`config.mk`:
```
export PLATFORM = sky130hd
export DESIGN_NAME = fetch_stage
export DESIGN_NICKNAME = d
export VERILOG_FILES = /design/src/rtl/fetch_stage.sv
export SDC_FILE = /design/constraint.sdc
export NUM_CORES = 1
export LEC_CHECK = 0
export CAP_MARGIN = 20
export CORE_ASPECT_RATIO = 0.7
export CORE_MARGIN = 2
export CORE_UTILIZATION = 45
export CTS_CLUSTER_SIZE = 28
export DETAILED_ROUTE_END_ITERATION = 10
export PLACE_DENSITY_LB_ADDON = 0.3
export SETUP_SLACK_MARGIN = 0.02
export SLEW_MARGIN = 20
export SYNTH_ARGS = -nofsm -noshare
export SYNTH_HDL_FRONTEND = slang
export SYNTH_SLANG_ARGS = --single-unit
```
`constraint.sdc`:
```
create_clock -name clk -period 2.5 [get_ports clk]
set_clock_uncertainty 0.2 [all_clocks]
set_input_delay 0.375 -clock clk [delete_from_list [all_inputs] [get_ports clk]]
set_output_delay 0.375 -clock clk [all_outputs]
set_load 0.03 [all_outputs]
```
`src/rtl/fetch_stage.sv`:
```
// Instruction-fetch stage: owns the fetch PC, issues one memory request at a time,
// and hands {pc, inst} to decode, honouring exception, branch and sequential redirects.
module fetch_stage #(
    parameter logic [31:0] RESET_PC = 32'd0
) (
    input  logic        clk,
    input  logic        resetn,
    input  logic        ID_allowin,
    input  logic [32:0] jbr_bus,
    input  logic [32:0] exc_bus,
    input  logic        cancel,
    output logic        inst_req,
    output logic [31:0] inst_addr,
    input  logic        inst_ack,
    input  logic [31:0] inst_rdata,
    output logic        IF_ID_valid,
    output logic [63:0] IF_ID_bus,
    output logic        IF_over,
    output logic [31:0] IF_pc
);

    localparam int unsigned AW = 32;

    typedef enum logic [1:0] {
        S_REQ  = 2'd0,
        S_WAIT = 2'd1,
        S_HOLD = 2'd2,
        S_DROP = 2'd3
    } state_t;

    state_t          state_q, state_d;
    logic [AW-1:0]   pc_q, pc_d;
    logic [AW-1:0]   inst_q, inst_d;
    logic [AW-1:0]   jbr_tgt_q, jbr_tgt_d;
    logic            jbr_pend_q, jbr_pend_d;

    logic            exc_valid;
    logic [AW-1:0]   exc_pc;
    logic            jbr_taken;
    logic [AW-1:0]   jbr_target;
    logic            flush;
    logic [AW-1:0]   redir_pc;
    logic            handoff;
    logic [AW-1:0]   next_pc;

    assign exc_valid  = exc_bus[32];
    assign exc_pc     = exc_bus[31:0];
    assign jbr_taken  = jbr_bus[32];
    assign jbr_target = jbr_bus[31:0];

    // Exception redirect outranks a bare cancel, which simply refetches pc_q.
    assign flush    = exc_valid | cancel;
    assign redir_pc = exc_valid ? exc_pc : pc_q;
    assign handoff  = (state_q == S_HOLD) & ID_allowin & ~flush;

    // A branch reported in the handoff cycle wins over an older pending one.
    assign next_pc = jbr_taken  ? jbr_target :
                     jbr_pend_q ? jbr_tgt_q  : pc_q + AW'(4);

    // State register
    always_ff @(posedge clk) begin
        if (!resetn) begin
            state_q <= S_REQ;
        end else begin
            state_q <= state_d;
        end
    end

    // Next-state logic
    always_comb begin
        state_d = state_q;
        case (state_q)
            S_REQ:  state_d = flush ? S_DROP : S_WAIT;
            S_WAIT: begin
                if (inst_ack) begin
                    state_d = flush ? S_REQ : S_HOLD;
                end else if (flush) begin
                    state_d = S_DROP;
                end
            end
            S_HOLD: begin
                if (flush || ID_allowin) begin
                    state_d = S_REQ;
                end
            end
            S_DROP: begin
                if (inst_ack) begin
                    state_d = S_REQ;
                end
            end
            default: state_d = S_REQ;
        endcase
    end

    // Outputs; everything is held quiet while reset is asserted
    always_comb begin
        inst_req    = 1'b0;
        IF_ID_valid = 1'b0;
        IF_over     = 1'b0;
        IF_ID_bus   = 64'd0;
        inst_addr   = RESET_PC;
        IF_pc       = RESET_PC;
        if (resetn) begin
            inst_req    = (state_q == S_REQ);
            IF_ID_valid = (state_q == S_HOLD);
            IF_over     = handoff;
            IF_ID_bus   = {pc_q, inst_q};
            inst_addr   = pc_q;
            IF_pc       = pc_q;
        end
    end

    // PC, captured instruction and pending-branch next values
    always_comb begin
        pc_d       = pc_q;
        inst_d     = inst_q;
        jbr_pend_d = jbr_pend_q;
        jbr_tgt_d  = jbr_tgt_q;

        if (flush) begin
            pc_d = redir_pc;
        end else if (handoff) begin
            pc_d = next_pc;
        end

        if ((state_q == S_WAIT) && inst_ack && !flush) begin
            inst_d = inst_rdata;
        end

        if (flush || handoff) begin
            jbr_pend_d = 1'b0;
        end else if (jbr_taken) begin
            jbr_pend_d = 1'b1;
            jbr_tgt_d  = jbr_target;
        end
    end

    always_ff @(posedge clk) begin
        if (!resetn) begin
            pc_q       <= RESET_PC;
            inst_q     <= 32'd0;
            jbr_pend_q <= 1'b0;
            jbr_tgt_q  <= 32'd0;
        end else begin
            pc_q       <= pc_d;
            inst_q     <= inst_d;
            jbr_pend_q <= jbr_pend_d;
            jbr_tgt_q  <= jbr_tgt_d;
        end
    end

endmodule
```
==> flow_summary.json <==
{
  "crit_type": "reg -> out",
  "switching_share_pct": 29.35,
  "gr-usage-all-layers_pct": 25.46,
  "pwr-share-clk_pct": 35.9,
  "seq_area_frac_synth_pct": 33.08,
  "dp_hpwl_mm": 13.69,
  "hp-class": "reg -> reg",
  "drtPass1Iterations": 7,
  "first_global_vias": 5686,
  "core_um2": 13090,
  "row_count": 35,
  "grt-ovfl-total": 0,
  "crit_chain": "inv_1 > nor2_1 > clkdlybuf4s50_1",
  "wl_mm": 18.70,
  "critPathSlowestCell": "clkdlybuf4s50_1",
  "hold_viol": 0,
  "cp_top_family": "buffers and inverters",
  "clockBufferDepth": 2,
  "dpl.cell_count": 1135,
  "vdd_drop_max_mv": 0.3715,
  "viasPerCell": 5.508,
  "numCtsBuffers": 9,
  "synth_ff_type": "dfxtp_1",
  "n_antenna_cell": 0,
  "syn_avg_cell_area_um2": 7.342,
  "netlist_top_cells_area": "dfxtp_1 33%, nand2_1 11%, buf_4 8.1%",
  "synth-warning-count": 0,
  "synth_top_area_share_pct": 33.08,
  "clkTransAtPathRegs_ps": 70,
  "finalSetupViolCount": 0,
  "clk-insertion-delay-late_ps": 340,
  "worstPathArrival_ps": 1790,
  "syn_inst": 816,
  "p_leak_nw": 3.192,
  "fmax_mhz": 422.1,
  "drt_iter0_markers": 558,
  "worst_pin_slew_ps": 582.6,
  "synth_common_cells": "178 x nand2_1, 99 x dfxtp_1, 90 x a21oi_1, 65 x buf_4, 64 x and2_1",
  "port_buffers": 233,
  "setup_tns_ps": 0,
  "drive_gt1_share_pct": 12.87,
  "yosysMostFrequentCell": "nand2_1",
  "ys_types": 66,
  "grt_pass1_wl_mm": 28.99,
  "crit_path_max_incr_delay_ps": 700,
  "synth_top_area_cell": "dfxtp_1",
  "drc_errors": 0,
  "pwr-share-comb_pct": 23.3,
  "relSlewSlack_pct": 60.16,
  "htree_num_levels": 3,
  "cts_root_buffer": "clkbuf_16",
  "period_minus_slack_ps": 2369,
  "ys_async_sr_fraction_pct": 0,
  "synth_fp_nets": 920,
  "gp_congestion": 0.9752,
  "grt_max_degree": 52,
  "power_density_nw_per_um2": 500.9,
  "seq_power_share_pct": 40.7,
  "rsz0062_at_grt": "false",
  "fin_nets": 1086,
  "fp.dieH_um": 100.5,
  "maxCapViolations": 0,
  "ant_nets": 0,
  "syn_area_um2": 5991,
  "path_max_fanout": 7,
  "pin_count": 234,
  "switchingPower_mw": 1.242,
  "timing.final.max_slew_violations": 0,
  "dieWidth_um": 141.9,
  "required_ps": 1920,
  "stdcell_count": 1153,
  "intPower_mw": 2.990,
  "grt_antenna_before_repair": 0,
  "fin_crit_sh_pct": 94.77,
  "outcome": "completed",
  "floorplan.die_area_um2": 14270,
  "critPathCaptureType": "output pin",
  "ys_ff_latch": 99,
  "cts_tree": "yes",
  "synth_edf_count": 0,
  "clock-sinks": 99,
  "vias": 6351,
  "startpoint_type": "flip-flop",
  "areaGrowthSynthToFinish_pct": 41.02,
  "start_util_pct": 45.75,
  "wl_per_cell_um": 16.22,
  "cp_num_buf_inv": 2
}
-- per-stage QoR --
| stage | hold slack (ps) | worst slack, ps | instance area (um2) | util (%) | power [mW] |
|---|---|---|---|---|---|
| after floorplan | 227.3 | 252.5 | 5991 | - | 2.319 |
| after global placement | 237.4 | 36.49 | 8099 | 61.85 | 2.724 |
| after detailed placement | 241.3 | -38.58 | 8099 | 61.85 | 2.733 |
| after CTS | 251.2 | 78.09 | 8427 | 64.36 | 4.247 |
| after global routing | 260.9 | 38.38 | 8448 | 64.52 | 4.386 |
| final | 248.4 | 130.7 | 8448 | 64.52 | 4.232 |
-- placed cells by master (no fill, tap or decap), types with 4 or more instances in the layout --
cell / netlist / final
a211oi_1: 6 / 6
a21oi_1: 90 / 90
a221oi_1: 7 / 7
a31oi_1: 7 / 7
and2_1: 64 / 64
and3_1: 7 / 7
and4_1: 5 / 5
buf_12: 0 / 7
buf_4: 65 / 85
clkbuf_16: 0 / 9
clkdlybuf4s50_1: 0 / 188
dfxtp_1: 99 / 99
inv_1: 6 / 6
mux2i_1: 9 / 9
nand2_1: 178 / 177
nand3_1: 18 / 18
nand4_1: 9 / 9
nand4b_1: 4 / 4
nor2_1: 37 / 37
nor3_1: 11 / 11
nor3b_1: 8 / 8
nor4_1: 9 / 9
o211ai_1: 9 / 9
o21ai_0: 33 / 33
o221ai_1: 7 / 7
or3_1: 5 / 5
xnor2_1: 6 / 6
xor2_1: 5 / 5
-- cell families (layout without fill, tap and decap cells) --
family                   count (synthesis)  count (layout)  synth area share (%)
AO/OA/AOI/OAI                          187             187                 19.03
adder cells (fa/ha/maj)                  1               1                0.2088
buffers and inverters                  133             304                 13.05
multiplexers                            11              11                 1.880
flip-flops                              99              99                 33.08
AND/OR/NAND/NOR                        374             374                 31.14
XOR/XNOR                                11              11                 1.608
-- state kept, by name (all words and copies together) (netlist names) --
signal,cells
inst_q,32
jbr_tgt_q,32
pc_q,32
state_q,2
jbr_pend_q,1
-- worst register-to-register path: stages (launching register included) --
cell and delay (ps):
dfxtp_1 470, nand4_1 400, nor3_1 520, nand4_1 230
mux2i_1 190, nand3_1 70
-- area by class of cell --
type / count / area [um2]
Clock buffer: 9 / 225.2
Clock inverter: 7 / 100.1
Fill cell: 1196 / 4646
Inverter: 7 / 26.28
Multi-Input combinational cell: 584 / 3242
Sequential cell: 99 / 1982
Tap cell: 166 / 207.7
Timing Repair Buffer: 281 / 2665
-- repair_timing --
item | CTS | global route
hold buffers | 0 | 0
buffers inserted | 0 | 2
cloned | 0 | 0
endpoints found under the setup margin | 1 | 1
resized for setup | 1 | 1
-- power groups by stage --
stage	Clock, mW	Combinational [mW]	Sequential, mW
after floorplan	0	0.583	1.74
after global placement	0	0.970	1.75
final	1.52	0.988	1.72
after detailed placement	0	0.976	1.76
after global routing	1.60	1.06	1.73
after CTS	1.55	0.981	1.72
-- layer usage --
metal	global-route usage (%)	up-vias	wire length [um]
li1	-	3084	-
met1	35.62	2928	8366
met3	4.893	22	1602
met4	6.615	0	270
met2	40.63	317	8460
met5	0	-	0
-- path summary, 6_finish.rpt --
path | start | depth (start not counted) | slack, ps | endpoint
setup / recovery | pc_q[17]$_SDFFE_PN0P_ | 3 | 130 | inst_addr[17]
setup reg to reg | pc_q[11]$_SDFFE_PN0P_ | 5 | 310 | pc_q[30]$_SDFFE_PN0P_
hold / removal | inst_q[5]$_SDFFE_PN0P_ | 2 | 250 | inst_q[5]$_SDFFE_PN0P_
hold reg to reg | inst_q[5]$_SDFFE_PN0P_ | 2 | 250 | inst_q[5]$_SDFFE_PN0P_
(Power assumes the default switching activity.)
